--- src/rtl/risc_ctrl_pkg.sv ---
// Shared types for the VeriRISC control sequencer: opcodes, phases and
// the opcode-class decode used by the strobe logic.
package risc_ctrl_pkg;

    localparam int OPW_LEGACY = 3;
    localparam int TMR_W      = 8;

    // Legacy values 0..7 are unchanged; 8..11 exist only in the extended set
    typedef enum logic [3:0] {
        OP_HLT = 4'd0,
        OP_SKZ = 4'd1,
        OP_ADD = 4'd2,
        OP_AND = 4'd3,
        OP_XOR = 4'd4,
        OP_LDA = 4'd5,
        OP_STO = 4'd6,
        OP_JMP = 4'd7,
        OP_OR  = 4'd8,
        OP_SUB = 4'd9,
        OP_LDI = 4'd10,
        OP_JNZ = 4'd11
    } opcode_t;

    typedef enum logic [2:0] {
        PH_INST_ADDR  = 3'd0,
        PH_INST_FETCH = 3'd1,
        PH_INST_LOAD  = 3'd2,
        PH_IDLE       = 3'd3,
        PH_OP_ADDR    = 3'd4,
        PH_OP_FETCH   = 3'd5,
        PH_ALU_OP     = 3'd6,
        PH_STORE      = 3'd7
    } phase_t;

    typedef struct packed {
        logic alu;
        logic skz;
        logic sto;
        logic jmp;
        logic jnz;
        logic ldi;
        logic hlt;
        logic bad;
    } op_class_t;

    function automatic op_class_t classify(input logic [3:0] op, input logic ext);
        op_class_t c;
        c = '0;
        case (op)
            OP_HLT:                         c.hlt = 1'b1;
            OP_SKZ:                         c.skz = 1'b1;
            OP_ADD, OP_AND, OP_XOR, OP_LDA: c.alu = 1'b1;
            OP_STO:                         c.sto = 1'b1;
            OP_JMP:                         c.jmp = 1'b1;
            OP_OR, OP_SUB:                  c.alu = ext;
            OP_LDI:                         c.ldi = ext;
            OP_JNZ:                         c.jnz = ext;
            default:                        c.bad = ext;
        endcase
        return c;
    endfunction

endpackage

--- src/rtl/risc_ctrl_seq_wait_timer.sv ---
// Memory wait-state counter: counts consecutive stalled cycles of one access
// and flags the stall cycle on which the limit is reached.
module risc_wait_timer
    import risc_ctrl_pkg::*;
#(
    parameter int WAIT_TMO = 15
) (
    input  logic clk,
    input  logic rst_,
    input  logic hold,
    output logic tmo
);

    localparam logic [TMR_W-1:0] LAST = TMR_W'(WAIT_TMO - 1);

    logic [TMR_W-1:0] cnt;

    always_ff @(posedge clk or negedge rst_) begin
        if (!rst_) begin
            cnt <= '0;
        end else if (hold) begin
            cnt <= cnt + TMR_W'(1);
        end else begin
            cnt <= '0;
        end
    end

    // A ready access in the limit cycle never reaches here because hold is low
    assign tmo = hold && (cnt == LAST);

endmodule

--- src/rtl/risc_ctrl_seq.sv ---
// Multi-cycle control sequencer for VeriRISC: eight-phase instruction cycle,
// memory wait-states with timeout, resumable HLT and sticky error halts.
module risc_ctrl_seq
    import risc_ctrl_pkg::*;
#(
    parameter int OPW         = 4,
    parameter int MEM_WAIT_EN = 1,
    parameter int WAIT_TMO    = 15
) (
    input  logic           clk,
    input  logic           rst_,
    input  logic [OPW-1:0] opcode,
    input  logic           zero,
    input  logic           mem_ready,
    input  logic           resume,
    output logic           sel,
    output logic           rd,
    output logic           wr,
    output logic           ld_ir,
    output logic           ld_ac,
    output logic           ld_pc,
    output logic           inc_pc,
    output logic           data_e,
    output logic           imm_sel,
    output logic           halt,
    output logic           illegal,
    output logic           bus_err,
    output logic [2:0]     phase
);

    localparam logic EXT     = (OPW > OPW_LEGACY);
    localparam logic WAIT_ON = (MEM_WAIT_EN != 0);

    phase_t    phase_q;
    logic      halt_q;
    logic      illegal_q;
    logic      bus_err_q;
    logic [3:0] op_ext;
    op_class_t cls;
    logic      stall_pt;
    logic      hold;
    logic      tmo;

    assign op_ext = 4'(opcode);
    assign cls    = classify(op_ext, EXT);

    always_comb begin
        stall_pt = 1'b0;
        case (phase_q)
            PH_INST_FETCH: stall_pt = 1'b1;
            PH_OP_FETCH:   stall_pt = cls.alu;
            PH_STORE:      stall_pt = cls.sto;
            default:       stall_pt = 1'b0;
        endcase
    end

    assign hold = WAIT_ON && stall_pt && !halt_q && !mem_ready;

    risc_wait_timer #(
        .WAIT_TMO (WAIT_TMO)
    ) u_wait_timer (
        .clk  (clk),
        .rst_ (rst_),
        .hold (hold),
        .tmo  (tmo)
    );

    always_ff @(posedge clk or negedge rst_) begin
        if (!rst_) begin
            phase_q   <= PH_INST_ADDR;
            halt_q    <= 1'b0;
            illegal_q <= 1'b0;
            bus_err_q <= 1'b0;
        end else if (halt_q) begin
            // Only a clean HLT halt can be resumed; error halts need rst_
            if (resume && !illegal_q && !bus_err_q) begin
                halt_q  <= 1'b0;
                phase_q <= PH_INST_ADDR;
            end
        end else if (tmo) begin
            halt_q    <= 1'b1;
            bus_err_q <= 1'b1;
        end else if (hold) begin
            phase_q <= phase_q;
        end else if (phase_q == PH_OP_ADDR && (cls.hlt || cls.bad)) begin
            halt_q    <= 1'b1;
            illegal_q <= cls.bad;
        end else begin
            phase_q <= phase_t'(phase_q + 3'd1);
        end
    end

    // Strobes decode the registered phase with the live opcode and zero flag
    always_comb begin
        sel     = 1'b0;
        rd      = 1'b0;
        wr      = 1'b0;
        ld_ir   = 1'b0;
        ld_ac   = 1'b0;
        ld_pc   = 1'b0;
        inc_pc  = 1'b0;
        data_e  = 1'b0;
        imm_sel = 1'b0;
        if (rst_ && !halt_q) begin
            case (phase_q)
                PH_INST_ADDR: begin
                    sel = 1'b1;
                end
                PH_INST_FETCH: begin
                    sel = 1'b1;
                    rd  = 1'b1;
                end
                PH_INST_LOAD, PH_IDLE: begin
                    sel   = 1'b1;
                    rd    = 1'b1;
                    ld_ir = 1'b1;
                end
                PH_OP_ADDR: begin
                    inc_pc = !cls.bad;
                end
                PH_OP_FETCH: begin
                    rd = cls.alu;
                end
                PH_ALU_OP: begin
                    rd     = cls.alu;
                    inc_pc = cls.skz && zero;
                    ld_pc  = cls.jmp || (cls.jnz && !zero);
                    data_e = cls.sto;
                end
                PH_STORE: begin
                    rd      = cls.alu;
                    ld_ac   = cls.alu || cls.ldi;
                    imm_sel = cls.ldi;
                    ld_pc   = cls.jmp || (cls.jnz && !zero);
                    data_e  = cls.sto;
                    wr      = cls.sto;
                end
                default: begin
                    sel = 1'b0;
                end
            endcase
        end
    end

    assign halt    = halt_q;
    assign illegal = illegal_q;
    assign bus_err = bus_err_q;
    assign phase   = phase_q;

endmodule

--- config.mk ---
export PLATFORM = sky130hd
export DESIGN_NAME = risc_ctrl_seq
export DESIGN_NICKNAME = d
export VERILOG_FILES = /design/src/rtl/risc_ctrl_pkg.sv /design/src/rtl/risc_ctrl_seq_wait_timer.sv /design/src/rtl/risc_ctrl_seq.sv
export SDC_FILE = /design/constraint.sdc
export NUM_CORES = 1
export LEC_CHECK = 0
export BUFFER_PORTS_ARGS = -buffer_cell sky130_fd_sc_hd__buf_2
export CAP_MARGIN = 20
export CORE_UTILIZATION = 35
export CTS_CLUSTER_SIZE = 14
export DETAILED_ROUTE_END_ITERATION = 16
export PLACE_DENSITY = 0.65
export SLEW_MARGIN = 15
export SYNTH_ARGS = -nofsm -noshare
export SYNTH_HDL_FRONTEND = slang
export SYNTH_SLANG_ARGS = --single-unit
--- constraint.sdc ---
create_clock -name clk -period 2.4 [get_ports clk]
set_input_delay 0.48 -clock clk [delete_from_list [all_inputs] [get_ports clk]]
set_output_delay 0.48 -clock clk [all_outputs]
set_load 0.02 [all_outputs]
; Word level (Yosys, flattened, before mapping)
; Cells that the tools add are included.
[word_totals]
out_inout_bits = 15
register_bits = 14
elab_cells = 100
inputBits = 9
[classes]
n_addsub = 2
eq_ne = 23
n_reduce_logical = 29
n_mux = 38
bitwise_logic = 3
[op_table]
columns = operator, n
row1 = $mux W1, 29
row2 = $eq A4 B3 Y1 const B, 4
row3 = $eq A4 B4 Y1 const B, 4
row4 = $mux W3, 5
row5 = $eq A3 B3 Y1 const B, 4
row6 = $reduce_or A12 Y1, 1
row7 = $logic_and A1 B1 Y1, 9
row8 = $add A8 B1 Y8 const B, 1
row9 = $eq A4 B2 Y1 const B, 2
row10 = $eq A8 B4 Y1 const B, 1
row11 = $mux W8, 1
row12 = $reduce_and A4 Y1, 2
row13 = $eq A3 B2 Y1 const B, 2
row14 = $ne A2 B2 Y1 const B, 3
row15 = $reduce_or A3 Y1, 2
row16 = $reduce_or A6 Y1, 1
row17 = $logic_not A1 Y1, 5
row18 = $eq A4 B1 Y1 const B, 1
row19 = $logic_not A4 Y1, 1
row20 = $pmux W1 S2, 2
row21 = $reduce_or A2 Y1, 2
row22 = $reduce_or A4 Y1, 1
row23 = $add A3 B1 Y3 const B, 1
row24 = $eq A3 B1 Y1 const B, 1
row25 = 6 further kinds, 10

; Longest topological paths before layout
[depth]
ltp_word = 9
mapped_depth = 7
depth_no_buf = 6

; Hierarchy
; A second synthesis with hierarchy kept.
[unflattened]
hier_cells = 122
area_unflattened_um2 = 1066.0
[by_module_without_submodules]
columns = module, n_inst, cells_each, area_per_inst_um2, seq_area_each_um2
row1 = risc_ctrl_seq, 1, 82, 659.4, 150.1
row2 = risc_wait_timer, 1, 40, 406.6, 200.2

; Worst setup path before layout
; No wires, ideal clock.
[synth_path]
kind = register to output
startpoint = reg phase_q[0], in the netlist phase[0]
endpoint = out ld_ac
path_slack_ns = -0.135
t_required_ns = 1.920
stages_incl_launch_ff = 5
n_path_buf = 0
arrival_time_ns = 2.055
cell_sequence = dfrtp_1 ha_1 ha_1 nand2_1 a2111oi_0
[synth_between]
elab_chain_cells = 3
[synth_lines]
columns = item, line_no
row1 = from (decl), risc_ctrl_seq.sv:34  ; phase_t phase_q;
row2 = from (signal assigned), risc_ctrl_seq.sv:84  ; phase_q <= phase_q;
row3 = from (signal assigned), risc_ctrl_seq.sv:89  ; phase_q <= phase_t'(phase_q + 3'd1);
row4 = $eq A3 B3 Y1, risc_ctrl_seq.sv:105  ; case (phase_q)
row5 = $mux W1, risc_ctrl_seq.sv:105
row6 = $mux W1, risc_ctrl_seq.sv:104  ; if (rst_ && !halt_q) begin
row7 = to (decl), risc_ctrl_seq.sv:20  ; output logic ld_ac,
; No other way between the ends.

; Worst setup path in the final report
[layout_path]
startpoint = reg phase_q[1], in the netlist phase[1]
endpoint = out sel
[layout_between]
elab_chain_cells = 4
word_cells_on_any_way = 7
classes_between = eq/ne: 3 / mux: 2 / reduce/logical: 2
[layout_lines]
columns = item, line_no
row1 = "$eq A3 B2 Y1, or another cell as far along", risc_ctrl_seq.sv:105
row2 = $reduce_or A4 Y1 (no line) (*), -
row3 = $mux W1 (*), risc_ctrl_seq.sv:105
row4 = $mux W1 (*), risc_ctrl_seq.sv:104
row5 = to (decl), risc_ctrl_seq.sv:16  ; output logic sel,
; Every way passes the cells marked *; elsewhere a longest branch is shown, timed or not.

==> results.toml <==
[global_route]
grt_max_degree = 16
grt_pass1_wl_mm = 3.62
gr-total-overflow = 0
grt_usage_pct = 14.5
grt_pass1_vias = 844
antenna_found_initial = 0

[pwr]
power_per_cell_area_mw_per_mm2 = 867
p_comb_share_pct = 51.0
p_switching_uw = 470
p_seq_share_pct = 33.1
p_clk_share_pct = 15.9
leakage_uw = 0.000548
p_total_uw = 1060
internal_power_uw = 585
peakVddDrop_mv = 0.631
swShare_pct = 44.6

[layout]
antenna_cells = 0
fin_nets = 161
drive_gt1_share_pct = 28.9
final.fill_count = 289
area_growth_pct = 19.8
fin_cells = 173

[route]
ant_nets = 0
viasPerCell = 5.32
vias = 920
firstDrtPassIters = 4
wire_per_inst_um = 12.5
remaining_drc_errors = 0
wl_mm = 2.16
first_iter_violations = 37

[critical_path]
r2r_slack_ns = 0.62
cp_slowest_cell = "dfrtp_1"
timing.critical_path.arrival_ns = 1.82
r2r_end = "phase[1]"
setup.worst_path.start = "phase[1]"
required_ns = 1.92
path_cells = "inv_1 -> ha_1 -> or3_1 -> a21oi_1 -> nor2_1 -> buf_2"
r2r-start = "phase[0]"
end_kind = "output port"
ff2ff_path_depth = 6
crit_path_start_kind = "register"
endpoint = "sel"
critPathMaxStageDelay_ns = 0.44
critical_path_class = "reg2out"
path_max_fanout = 4

[min_path]
hold_path.class = "in2async"

[die]
ioPinCount = 24
dieArea_mm2 = 0.00312
initial_core_util_pct = 36.8
die_height_um = 55.9
die_w_um = 55.9
core_mm2 = 0.00276
rows = 19

[timing]
tightest_slew_ns = 0.387
holdWs_ns = 0.148
max_slew_margin_pct = 74.1
slew_violations = 0
fmaxAchievable_mhz = 434
rsz0062_at_grt = "yes"
setup_tns_ns = 0
post-route-period-util_pct = 95.9
setup_viol = 0
period_needed_ns = 2.30
postLayoutSetupSlackWorst_ns = 0.0976
fin_skew_ns = 0.00628
hold_viol = 0

[outcome]
status = "finished, final reports clean"

[clock_network]
cts_tree = "done"
clockRootBuffer = "clkbuf_4"
cts_sinks = 14
postCtsSetupBuffers = 0
cts_hold_buffers = 0
path_clk_slew_ns = 0.08
cts.htree.levels = 1
cts_max_path_buffers = 2
numCtsBuffers = 3
clkLatencyLatePin_ns = 0.28

[placed_design]
portBuffers = 23
hpwl_mm = 1.65
dp_cells = 169
gp_routability_congestion = 0.850
post-place-ws_ns = 0.123

[synth]
synth_edf_count = 0
async_flop_share_pct = 100
synth_cell_type_count = 34
synth_ff_type = "dfrtp_1"
yosys_register_bits = 14
synth_seq_area_share_pct = 34.5
syn_inst = 117
synth.net_count = 135
synth_warnings = 0
synth_area_mm2 = 0.00102
avgSynthCellArea_um2 = 8.68

[flow_run]
drv_cap = 0
-- logic make-up (layout without fill, tap and decap cells) --
family                   count (synthesis)  count (layout)  synth area share [%]
flip-flops                              14              14                  34.5
AO/OA/AOI/OAI                           24              24                  18.4
XOR/XNOR                                 6               6                  5.17
buffers and inverters                   11              36                  5.66
adder cells (fa/ha/maj)                  9               9                  11.1
AND/OR/NAND/NOR                         52              52                  24.3
multiplexers                             1               1                 0.985
-- sequential cells by signal, summed over array words and instances (netlist names) --
signal / cells
bus_err: 1
halt: 1
illegal: 1
phase: 3
u_wait_timer.cnt: 8
-- cells in the final DEF, fill, tap and decap left out, types with 2 or more instances in the layout --
| cell type | instances |
|---|---|
| nor2b_1 | 3 |
| dfrtp_1 | 13 |
| ha_1 | 8 |
| o2bb2ai_1 | 2 |
| nor2_1 | 19 |
| buf_4 | 2 |
| nand2_1 | 12 |
| inv_2 | 2 |
| nor3_1 | 5 |
| clkbuf_4 | 3 |
| xor2_1 | 4 |
| nand4_1 | 4 |
| nand3_1 | 2 |
| or3_1 | 2 |
| buf_2 | 23 |
| o21ai_0 | 7 |
| inv_1 | 5 |
| a21oi_1 | 6 |
-- synth_stat cells (2+ instances only) --
master	n	share of area, %
inv_1	6	2.2
nand4_1	4	2.5
nor2_1	19	7.0
dfrtp_1	14	34
or3_1	2	1.2
nand3_1	2	0.99
nor3_1	5	2.5
o2bb2ai_1	2	1.7
o21ai_0	7	3.4
nand2_1	12	4.4
buf_4	2	1.5
xor2_1	5	4.3
ha_1	9	11
a21oi_1	6	3.0
nor2b_1	3	1.8
-- timing repair --
action,4_1_cts,5_1_grt
hold endpoints to repair,0,0
cloned,0,0
pin swaps,0,0
endpoints found under the setup margin,1,2
gates resized for setup,1,5
-- area by class of cell --
type                            count  area [um^2]  area share, %
Tap cell                           31         38.8           3.19
Sequential cell                    14          352           28.9
Clock buffer                        4         36.3           2.98
Multi-Input combinational cell     92          634           52.1
Inverter                            7         26.3           2.16
Timing Repair Buffer               25          130           10.7
-- how the worst min path moves through the flow --
stage	slack [ns]	endpoint	from	cells after the start
finish	0.15	phase[2]	rst_	2
global route	0.15	u_wait_timer.cnt[7]	rst_	2
floorplan	0.18	bus_err	rst_	0
detailed placement	0.46	halt	rst_	2
global placement	0.45	u_wait_timer.cnt[5]	rst_	2
CTS	0.14	phase[2]	rst_	2
-- power groups by stage --
stage,clock [uW],combinational [uW],sequential [uW]
floorplan,0,359,379
global placement,0,521,345
detailed placement,0,526,350
CTS,175,529,344
global route,185,600,362
finish,168,538,349
-- critical path, delay by kind of cell, from the launching register on --
kind | cells | cell delay, ns
AOI/OAI and AO/OA | 1 | 0.16
adders and majority gates | 1 | 0.26
buffers and inverters | 2 | 0.27
and+or+nand+nor | 2 | 0.41
DFF | 1 | 0.44
-- metal layers --
layer	global-route usage, %	vias to the layer above	part of all wire [%]
met5	0	-	0
met4	6.27	0	2.1
met3	2.09	5	3.8
met2	24.4	23	47
met1	18.4	440	47
li1	-	452	-
-- stage by stage --
stage / instance area, um^2 / util, %
3_5_place_dp: 1150 / 41.9
3_3_place_gp: 1150 / 41.9
6_report: 1220 / 44.1
5_1_grt: 1220 / 44.1
2_1_floorplan: 1020 / -
4_1_cts: 1190 / 43.3
Power figures use the tool's default switching activity.
